File: config.mk
export PLATFORM = sky130hd
export DESIGN_NAME = microc_param
export DESIGN_NICKNAME = d
export VERILOG_FILES = /design/src/rtl/microc_param.sv
export SDC_FILE = /design/constraint.sdc
export NUM_CORES = 1
export LEC_CHECK = 0
export BUFFER_PORTS_ARGS = -buffer_cell sky130_fd_sc_hd__buf_2
export CAP_MARGIN = 20
export CORE_MARGIN = 10
export CORE_UTILIZATION = 63
export CTS_CLUSTER_SIZE = 12
export DETAILED_ROUTE_END_ITERATION = 8
export PLACE_DENSITY = 0.84
export SLEW_MARGIN = 20
export SYNTH_ARGS = -nofsm -noshare
export SYNTH_HDL_FRONTEND = slang
export SYNTH_SLANG_ARGS = --single-unit
File: constraint.sdc
create_clock -name clk -period 5.4 [get_ports clk]
set_input_delay 1.08 -clock clk [delete_from_list [all_inputs] [get_ports clk]]
set_output_delay 1.08 -clock clk [all_outputs]
set_load 0.02 [all_outputs]
File: src/rtl/microc_param.sv
// Parameterised 16-bit-instruction microcontroller: 16 x DW register file,
// return stack, and a FETCH/EXEC/WB/HALT sequencer gated by run.
module microc_param #(
  parameter int DW     = 8,
  parameter int PCW    = 10,
  parameter int SDEPTH = 4
) (
  input  logic           clk,
  input  logic           reset,
  input  logic           run,
  output logic [PCW-1:0] imem_addr,
  input  logic [15:0]    imem_data,
  input  logic [3:0]     dbg_addr,
  output logic [DW-1:0]  dbg_data,
  output logic           z,
  output logic [1:0]     state,
  output logic           stack_err
);

  typedef enum logic [1:0] {
    S_FETCH = 2'b00,
    S_EXEC  = 2'b01,
    S_WB    = 2'b10,
    S_HALT  = 2'b11
  } state_t;

  localparam int AW  = $clog2(SDEPTH);
  localparam int SPW = AW + 1;

  localparam logic [5:0] OPC_J    = 6'b100100;
  localparam logic [5:0] OPC_JZ   = 6'b100101;
  localparam logic [5:0] OPC_JNZ  = 6'b100110;
  localparam logic [5:0] OPC_CALL = 6'b100111;
  localparam logic [5:0] OPC_RET  = 6'b101000;
  localparam logic [5:0] OPC_HALT = 6'b111111;

  state_t           r_state, w_next_state;
  logic [PCW-1:0]   r_pc;
  logic [15:0]      r_ir;
  logic [DW-1:0]    r_aluout;
  logic             r_z;
  logic [SPW-1:0]   r_sp;
  logic             r_stack_err;
  logic [DW-1:0]    r_rf    [16];
  logic [PCW-1:0]   r_stack [SDEPTH];

  logic             w_is_alu, w_is_li, w_stack_full, w_stack_empty, w_do_push;
  logic [5:0]       w_opc;
  logic [PCW-1:0]   w_target, w_ret_pc;
  logic [SPW-1:0]   w_sp_dec;
  logic [DW-1:0]    w_a, w_b, w_alu;

  assign w_is_alu      = ~r_ir[15];
  assign w_is_li       = (r_ir[15:12] == 4'b1000);
  assign w_opc         = r_ir[15:10];
  assign w_target      = r_ir[PCW-1:0];
  assign w_a           = r_rf[r_ir[11:8]];
  assign w_b           = r_rf[r_ir[7:4]];
  assign w_stack_full  = (r_sp == SPW'(SDEPTH));
  assign w_stack_empty = (r_sp == '0);
  assign w_sp_dec      = r_sp - SPW'(1);
  assign w_ret_pc      = r_stack[w_sp_dec[AW-1:0]];
  assign w_do_push     = (r_state == S_EXEC) && (w_opc == OPC_CALL) && !w_stack_full;

  always_comb begin
    w_alu = w_a;
    case (r_ir[14:12])
      3'b000:  w_alu = w_a;
      3'b001:  w_alu = ~w_a;
      3'b010:  w_alu = w_a + w_b;
      3'b011:  w_alu = w_a - w_b;
      3'b100:  w_alu = w_a & w_b;
      3'b101:  w_alu = w_a | w_b;
      3'b110:  w_alu = -w_a;
      default: w_alu = -w_b;
    endcase
  end

  // NOTE: every output of a combinational block gets a default on entry so no
  // path through the case leaves it unassigned and a latch is never inferred.
  always_comb begin
    w_next_state = r_state;
    if (run) begin
      case (r_state)
        S_FETCH: w_next_state = S_EXEC;
        S_EXEC: begin
          if (w_is_alu || w_is_li)                             w_next_state = S_WB;
          else if (w_opc == OPC_HALT)                          w_next_state = S_HALT;
          else if ((w_opc == OPC_CALL) && w_stack_full)        w_next_state = S_HALT;
          else if ((w_opc == OPC_RET)  && w_stack_empty)       w_next_state = S_HALT;
          else                                                 w_next_state = S_FETCH;
        end
        S_WB:    w_next_state = S_FETCH;
        default: w_next_state = S_HALT;
      endcase
    end
  end

  always_ff @(posedge clk or negedge reset) begin
    if (!reset) r_state <= S_FETCH;
    else        r_state <= w_next_state;
  end

  always_ff @(posedge clk or negedge reset) begin
    if (!reset) begin
      r_pc        <= '0;
      r_ir        <= '0;
      r_aluout    <= '0;
      r_z         <= 1'b0;
      r_sp        <= '0;
      r_stack_err <= 1'b0;
      for (int i = 0; i < 16; i++) r_rf[i] <= '0;
    end else if (run) begin
      case (r_state)
        S_FETCH: begin
          r_ir <= imem_data;
          r_pc <= r_pc + PCW'(1);
        end
        S_EXEC: begin
          if (w_is_alu) begin
            r_aluout <= w_alu;
            r_z      <= (w_alu == '0);
          end else if (w_is_li) begin
            r_aluout <= DW'(r_ir[11:4]);
          end else begin
            case (w_opc)
              OPC_J:   r_pc <= w_target;
              OPC_JZ:  if (r_z)  r_pc <= w_target;
              OPC_JNZ: if (!r_z) r_pc <= w_target;
              OPC_CALL: begin
                if (w_stack_full) r_stack_err <= 1'b1;
                else begin
                  r_sp <= r_sp + SPW'(1);
                  r_pc <= w_target;
                end
              end
              OPC_RET: begin
                if (w_stack_empty) r_stack_err <= 1'b1;
                else begin
                  r_sp <= w_sp_dec;
                  r_pc <= w_ret_pc;
                end
              end
              default: ;
            endcase
          end
        end
        S_WB: if (r_ir[3:0] != 4'd0) r_rf[r_ir[3:0]] <= r_aluout;
        default: ;
      endcase
    end
  end

  // NOTE: stack entries carry no reset; SP alone decides which entries are
  // live, so clearing the storage would buy nothing.
  always_ff @(posedge clk) begin
    if (run && w_do_push) r_stack[r_sp[AW-1:0]] <= r_pc;
  end

  assign imem_addr = r_pc;
  assign dbg_data  = (dbg_addr == 4'd0) ? '0 : r_rf[dbg_addr];
  assign z         = r_z;
  assign state     = r_state;
  assign stack_err = r_stack_err;

endmodule

After elaboration in Yosys (flattened, before gate mapping). Memory sizes are Yosys's and may differ from the RTL's. Index checks and enable logic that the tools add are counted.

$add $sub $neg: 7. Multiply operators: 0. Divide/modulo/power cells: 0. Magnitude comparators: 5. Equal/unequal tests: 28. Shift-type cells: 0. Mux-type cells: 37. Bitwise operators: 9. Reduce and logical (&&, ||, !) cells: 23.

Operator list (number): $bwmux 128 (1); $bmux 8 s4 (3); $mux 8 (10); $mux 10 (6); $pmux 8 s7 (1); $pmux 10 s5 (1); $eq 6x6->1 const B (6); $demux 8 s4 (1); $ge 5x5->1 const B (4); $not 4->5 (4); $pmux 10 s2 (1); $neg 8->8 (2); $reduce_and 7->1 (2); $eq 3x3->1 const B (4); $ne 2x2->1 const B (6); $ne 3x3->1 const B (4); $add 10x1->10 const B (1); $reduce_and 3->1 (3); $reduce_and 9->1 (1); $add 8x8->8 (1); $and 8x8->8 (1); $logic_not 8->1 (1); $mux 2 (4); $not 8->8 (1); other kinds (27) (40).

Register bits: 169. Latch bits: 0. Bits in writable memories: 40. ROM bits: 0. Bits of input ports: 23. Output and inout bits: 22. Logic and storage cells: 133. Memories: 1.

Memory list: r_stack (words 4, bits a word 10, read ports 1, clocked after Yosys merged registers in 0, wr ports 1, line 45) `logic [PCW-1:0] r_stack [SDEPTH];`.

Logic depth before layout (Yosys ltp). Gate-level depths: netlist (run 1).

Depth in word-level cells: 7. Depth in mapped cells: 20. Mapped depth without buffers: 18.

Worst setup path before layout (run 1). No wires, ideal clock.

Kind: input port to output port. From: in dbg_addr[0]. To: out dbg_data[0]. Data arrival time: 3.092 ns. Data required time: 4.320 ns. Slack: 1.228 ns. Stages on the path: 5. Buffers on the path: 2. Path through: clkbuf_1 > buf_1 > mux4_2 > mux4_2 > nor2b_1.

Word-level cells in the longest chain between the ends: 5. Elaborated cells on any way between the ends: 6. Those cells by class: mux: 4; bitwise: 1; reduce/logical: 1.

Ends and longest elaborated chain: start, declared (line 13) `input logic [3:0] dbg_addr,`; $not 4->5 (not written as such) (line 161) `assign dbg_data = (dbg_addr == 4'd0) ? '0 : r_rf[dbg_addr];`; $bmux 8 s4 (line 161); $mux 8 (not written as such) (2 in a row) (line 161); $mux 8 * (line 161); end, declared (line 14) `output logic [DW-1:0] dbg_data,`.

Mark *: on every way between the ends. The rest lies on a longest branch, timed or not. The select of a mux whose other input is x is not followed.

Worst setup path in the final report (run 1).
From: reg r_ir[4]. To: reg r_z (netlist: z).

Word-level cells in the longest chain between the ends: 7. Elaborated cells on any way between the ends: 11. Those cells by class: add/sub: 3; mux: 4; bitwise: 3; reduce/logical: 1.

Ends and longest elaborated chain: start, declared (line 39) `logic [15:0] r_ir;`; start signal, assigned (line 116) `r_ir <= imem_data;`; $not 4->5 (not written as such) * (line 58) `assign w_b = r_rf[r_ir[7:4]];`; $bmux 8 s4 * (line 58); $mux 8 (not written as such) * (2 in a row) (line 58); $neg 8->8 (tied with other cells) (line 75) `default: w_alu = -w_b;`; $pmux 8 s7 * (line 67) `case (r_ir[14:12])`; $logic_not 8->1 * (line 122) `r_z <= (w_alu == '0);`; end signal, assigned (line 122); end, declared (line 41) `logic r_z;`.

Marked as above. A chain may end at the register's enable or synchronous reset.

==> results of run 1 <==
==> final cells by class <==
cell class / count / area [um^2]
inverters: 21 / 78.8
multi-input cells: 686 / 6750
flip-flops and latches: 209 / 5430
repair buffers: 62 / 374
fillers: 1352 / 5870
clock buffers: 39 / 729
well taps: 265 / 332
clock inverters: 4 / 25.0
==> through the flow <==
step / utilization (%) / power [mW]
after floorplan: - / 6.32
after global placement: 66.1 / 7.37
after detailed placement: 66.2 / 7.48
after CTS: 70.0 / 9.08
after global routing: 70.1 / 9.69
final: 70.1 / 9.19
==> routing by layer <==
| metal | global-route usage [%] | share of wire, % | up-vias |
|---|---|---|---|
| met2 | 42.0 | 47 | 615 |
| met1 | 35.2 | 38 | 4677 |
| met3 | 6.35 | 10 | 119 |
| met5 | 0 | 0 | - |
| met4 | 12.0 | 4.7 | 0 |
| li1 | - | - | 3826 |
==> worst reg2reg max path: stages (launching register included) <==
cell and delay (ns):
dfrtp_2 0.61, buf_4 0.41, buf_4 0.35, mux4_2 0.54, a22oi_1 0.23, nand2_1 0.17, nor4_1 0.42, a21oi_1 0.10
xnor2_1 0.15, ha_1 0.32, nand2_1 0.08, a21oi_1 0.04, a211oi_1 0.30, xnor3_1 0.28, nor3_2 0.04, or3_1 0.39
o31ai_1 0.26
==> sequential cells by signal, indices dropped and copies added, names as in the netlist <==
register,count
r_ir,16
state,2
r_sp,3
r_rf,128
imem_addr,10
r_aluout,8
z,1
r_stack,40
stack_err,1
==> cells by family (layout without fill, tap and decap cells) <==
group,after synthesis,after routing,synth area share (%)
AOI/OAI and AO/OA,152,152,8.03
xor gates and xnor gates,20,20,1.50
adders and majority gates,20,20,2.05
buffers and inverters,95,126,3.42
DFF,209,209,43.1
muxes,267,267,33.0
and+or+nand+nor,227,227,8.86
==> cell usage after synthesis (6+ instances only) <==
| master | n |
|---|---|
| a21oi_1 | 31 |
| a22oi_1 | 21 |
| and2_1 | 10 |
| buf_1 | 10 |
| buf_6 | 6 |
| clkbuf_1 | 51 |
| dfrtp_1 | 169 |
| edfxtp_1 | 40 |
| ha_1 | 19 |
| inv_1 | 21 |
| mux2_1 | 14 |
| mux2_2 | 121 |
| mux2i_1 | 27 |
| mux4_2 | 103 |
| nand2_1 | 68 |
| nand2b_1 | 6 |
| nand3_1 | 17 |
| nor2_1 | 57 |
| nor2b_1 | 22 |
| nor3_1 | 12 |
| o21ai_0 | 31 |
| o21ai_1 | 8 |
| o22ai_1 | 7 |
| xnor2_1 | 12 |
| xor2_1 | 7 |
==> where the power goes <==
part	switching [mW]	internal, mW
clock network	0.633	0.921
logic	2.42	2.23
registers	0.864	2.12
total	3.92	5.27
==> worst max path at each step <==
stage                            from          end  slack, ns  cells past startpoint
after detailed placement      r_ir[4]            z       0.63                     16
after global placement        r_ir[4]            z       0.72                     16
after floorplan           dbg_addr[0]  dbg_data[0]       1.23                      5
after global routing          r_ir[4]            z       0.34                     16
final                         r_ir[4]            z       0.61                     16
after CTS                     r_ir[4]            z       0.63                     16
==> summary.txt, run 1 <==
Placement
  – Pre-CTS setup slack: 0.631 ns
  – Dpl cells: 1243
  – Hpwl dp: 23400 um
  – IO buf count: 44
  – Area after DPL: 0.0130 mm^2
  – Routability cong.: 0.980

Setup path
  – Worst stage delay on the critical path: 0.61 ns
  – Worst path cell trace: buf_4 > buf_4 > mux4_2 > a22oi_1 > nand2_1 > nor4_1 > a21oi_1 > xnor2_1 > ha_1 > nand2_1 > a21oi_1 > a211oi_1 > xnor3_1 > nor3_2 > or3_1 > o31ai_1
  – CP max FO: 18
  – Worst r2r src: r_ir[4]
  – WP data arrival: 5.20 ns
  – CP max stage cell: dfrtp_2
  – Crit path buffers/inverters: 2
  – Cells on worst reg2reg path: 16
  – Crit-path leading delay family: simple AND/OR/NAND/NOR gates
  – Worst setup SP type: flip-flop
  – Worst reg2reg setup slack: 0.61 ns
  – Worst Setup End Kind: flip-flop
  – Worst EP required: 5.81 ns
  – CP Class: flip-flop to flip-flop
  – R2R Path End: z

Clock tree
  – Longest Clk Path Bufs: 3
  – Clk root buf: clkbuf_16
  – Clock transition at path regs: 0.06 ns
  – Hold-fix buffers, CTS: 0
  – Clock sinks: 209
  – CTS buffer count: 24
  – H-tree Lvls: 1
  – CTS tree: built
  – Post-CTS Setup Bufs: 0
  – Post_cts resized: 0
  – Clock Latency Late Sink: 0.51 ns

Layout
  – Antenna cell count: 0
  – Commonest non-fill, non-tap cell in the layout: dfrtp_1
  – Fin nets: 1047
  – Post-Layout Cell Count: 1286
  – Area delta synth->final: 8.95%
  – Final Instance Area: 0.0137 mm^2
  – Most frequent cells in the layout: dfrtp_1, mux2_2, mux4_2
  – Share of cells above drive strength 1: 33.3%

Detailed routing
  – Vias per inst: 7.18
  – Starting DRC count in detailed routing: 1174
  – DRT Pass-1 Iters: 5
  – ANT nets after route: 0
  – Routed WL: 35500 um
  – Post-route DRC violation count: 0
  – Vias: 9237
  – Routed wire per std cell: 27.6 um

Pwr
  – Pwr Density: 669 mW/mm^2
  – VDD IR-drop max: 396 uV
  – LEAKAGE: 5.85 nW

Global routing
  – Global-route wire length before repair: 54500 um
  – Gr usage total: 26.9%
  – Vias in the first global route: 9256
  – Grt ovf: 0
  – Initial antenna violation count: 0
  – Largest net degree at the start of global routing: 88

Yosys
  – Cell count after synthesis: 990
  – Top cell type's share of synthesized area: 33.6%
  – Cell variety after synth: 72
  – YS warnings: 0
  – Post-synth top flop: dfrtp_1
  – Syn Nets: 1033
  – Sequential area share after synthesis: 43.1%
  – Largest area contributor in the netlist: dfrtp_1
  – Top area cells in the synthesized netlist: dfrtp_1, mux4_2, mux2_2, edfxtp_1, mux2i_1
  – EDFF count, synth: 40
  – Synth Register Bits: 209
  – Asr flop ratio synth: 80.9%
  – Mean Syn Cell Area: 12.7 um^2
  – Synthesized area: 0.0126 mm^2

Timing
  – Hold_ws: 0.428 ns
  – Fmax: 209 MHz
  – Worst Tran Pin Value: 1.15 ns
  – RSZ-0062 raised after global routing: no
  – Period utilization: 88.6%
  – Fin. max-slew vios: 0
  – Final WS setup: 0.614 ns
  – Endpoints failing setup: 0
  – Min Clock Period, post-route: 4.79 ns
  – Fin. Hold Viols: 0
  – Worst Clk Skew: 0.0135 ns
  – TNS Setup: 0 ns
  – Max_slew headroom: 22.8%

Run status
  – Status: completed

Min path
  – Hold Path End: r_rf[127]
  – Worst hold path type: flip-flop to flip-flop
  – Min-Delay Path Depth: 0
  – HP Start: r_rf[127]

Floorplanning
  – Row count: 51
  – Die area: 0.0261 mm^2
  – Chip height: 161 um
  – Initial Util: 64.3%
  – Die X: 161 um
  – Core ar.: 0.0196 mm^2
  – # IOs: 45

Run
  – Max-cap viol count: 0
(Power assumes the default switching activity.)
==> inputs of run 2 (changes only) <==
- CORE_UTILIZATION: 63 -> 57
- PLACE_DENSITY: 0.84 -> 0.8
- TNS_END_PERCENT: unset -> 100
- clock period: 5.4 -> 4.1 ns (I/O delays scaled with it)
==> summary.txt, run 2 (synthesized netlist as in run 1, its figures left out) <==
Run status
  – Status: finished, violations left
  – Failing checks: negative setup slack

Clock tree
  – Clk root buf: clkbuf_16
  – Longest Clk Path Bufs: 3
  – Hold-fix buffers, CTS: 0
  – Clock transition at path regs: 0.06 ns
  – CTS buffer count: 24
  – Clock sinks: 209
  – H-tree Lvls: 1
  – Clock Latency Late Sink: 0.52 ns
  – CTS tree: built

Timing
  – Worst Clk Skew: 0.0129 ns
  – Worst Tran Pin Value: 1.01 ns
  – Final WS setup: -0.0824 ns
  – RSZ-0062 raised after global routing: yes
  – Fmax: 239 MHz
  – Fin. max-slew vios: 0
  – Endpoints failing setup: 4
  – Hold_ws: 0.310 ns
  – Min Clock Period, post-route: 4.18 ns
  – Fin. Hold Viols: 0
  – Period utilization: 102%
  – Max_slew headroom: 32.5%

Layout
  – Fillcell total: 1495
  – Most frequent cells in the layout: dfrtp_1, mux2_2, mux4_2
  – Multi-input logic area: 0.00685 mm^2
  – Antenna cell count: 0
  – Final Instance Area: 0.0146 mm^2
  – Commonest non-fill, non-tap cell in the layout: dfrtp_1
  – Share of cells above drive strength 1: 39.7%
  – Max reg flops: 128
  – Fin nets: 1120
  – Area delta synth->final: 15.8%
  – Register area: 0.00543 mm^2
  – Top reg by flops: r_rf
  – Post-Layout Cell Count: 1373

Detailed routing
  – DRT Pass-1 Iters: 5
  – Post-route DRC violation count: 0
  – Vias per inst: 6.88
  – Vias: 9442
  – ANT nets after route: 0
  – Starting DRC count in detailed routing: 1322
  – Routed WL: 36300 um
  – Routed wire per std cell: 26.4 um

Floorplanning
  – Row count: 54
  – # IOs: 45
  – Die X: 169 um
  – Initial Util: 57.9%
  – Die area: 0.0284 mm^2
  – Chip height: 169 um
  – Core ar.: 0.0218 mm^2

Global routing
  – Initial antenna violation count: 0
  – Vias in the first global route: 9493
  – Largest net degree at the start of global routing: 98
  – Grt ovf: 0
  – Gr usage total: 25.0%
  – Global-route wire length before repair: 56500 um

Run
  – Max-cap viol count: 0

Placement
  – Routability cong.: 0.999
  – Hpwl dp: 24600 um
  – Dpl cells: 1327
  – Area after DPL: 0.0136 mm^2
  – IO buf count: 44

Setup path
  – Cells on worst reg2reg path: 17
  – Worst Setup End Kind: flip-flop
  – R2R Path End: r_aluout[5]
  – CP Class: flip-flop to flip-flop
  – CP max FO: 15
  – Worst setup SP type: flip-flop
  – Worst r2r src: r_ir[4]
  – WP data arrival: 4.58 ns
  – Worst EP required: 4.50 ns
  – Worst reg2reg setup slack: -0.08 ns

Pwr
  – Power Total: 13.7 mW
  – Pwr Density: 938 mW/mm^2
  – LEAKAGE: 6.32 nW
  – VDD IR-drop max: 633 uV

Min path
  – Worst hold path type: primary input to async pin
## run 2: what timing repair did
action                     4_1_cts  5_1_grt
hold endpoints to repair         0        0
buffers inserted                 0        3
cloned                           0        1
setup endpoints to repair        6        6
resized for setup                5       27
pin swaps                        3       15
## run 2: how the worst max path moves through the flow
| stage | from | endpoint | cells after the start |
|---|---|---|---|
| floorplan | r_ir[4] | z | 19 |
| global placement | r_ir[4] | r_aluout[5] | 17 |
| detailed placement | r_ir[4] | z | 19 |
| CTS | r_ir[4] | r_aluout[6] | 21 |
| global route | r_ir[4] | r_aluout[6] | 20 |
| finish | r_ir[4] | r_aluout[5] | 17 |
## run 2: routing by layer
metal	wire length, um	share of wire, %	vias to the layer above	global-route usage (%)
li1	-	-	3959	-
met4	1580	4.3	0	9.58
met1	13800	38	4739	33.1
met3	3940	11	128	6.23
met5	0	0	-	0
met2	17000	47	616	39.0
## run 2: area by class of cell
type	count	share of cell area, %
timing repair buffer	135	7.09
clock inverter	8	1.00
sequential	209	37.2
inverter	21	0.540
tap	280	2.40
clock buffer	34	4.79
multi-input combinational	686	46.9
## run 2: per-stage QoR
stage | setup TNS [ns] | setup slack, ns | utilization [%]
after floorplan | 0 | 0.0623 | -
after global placement | 0 | 0.0295 | 62.4
after detailed placement | -0.352 | -0.127 | 62.4
after CTS | 0 | 0.0114 | 66.4
after global routing | -1.31 | -0.321 | 67.1
final | -0.197 | -0.0824 | 67.1
## run 2: power breakdown
group          switching (mW)  internal [mW]  leakage (nW)
registers               0.941           2.79          2.60
clock network           0.858           1.43         0.411
logic                    3.78           3.89          3.31
total                    5.57           8.11          6.32
## run 2: critical path: stages, from the launching register on
cell	delay [ns]
dfrtp_2	0.42
clkbuf_16	0.17
buf_6	0.20
buf_4	0.19
mux4_2	0.49
o21ai_1	0.21
a21oi_2	0.12
buf_4	0.15
o31ai_1	0.29
xor2_1	0.21
ha_1	0.27
buf_4	0.15
nor3b_1	0.19
o21ai_0	0.14
nor4b_1	0.21
o22ai_1	0.26
o21ai_1	0.09
mux2_2	0.29
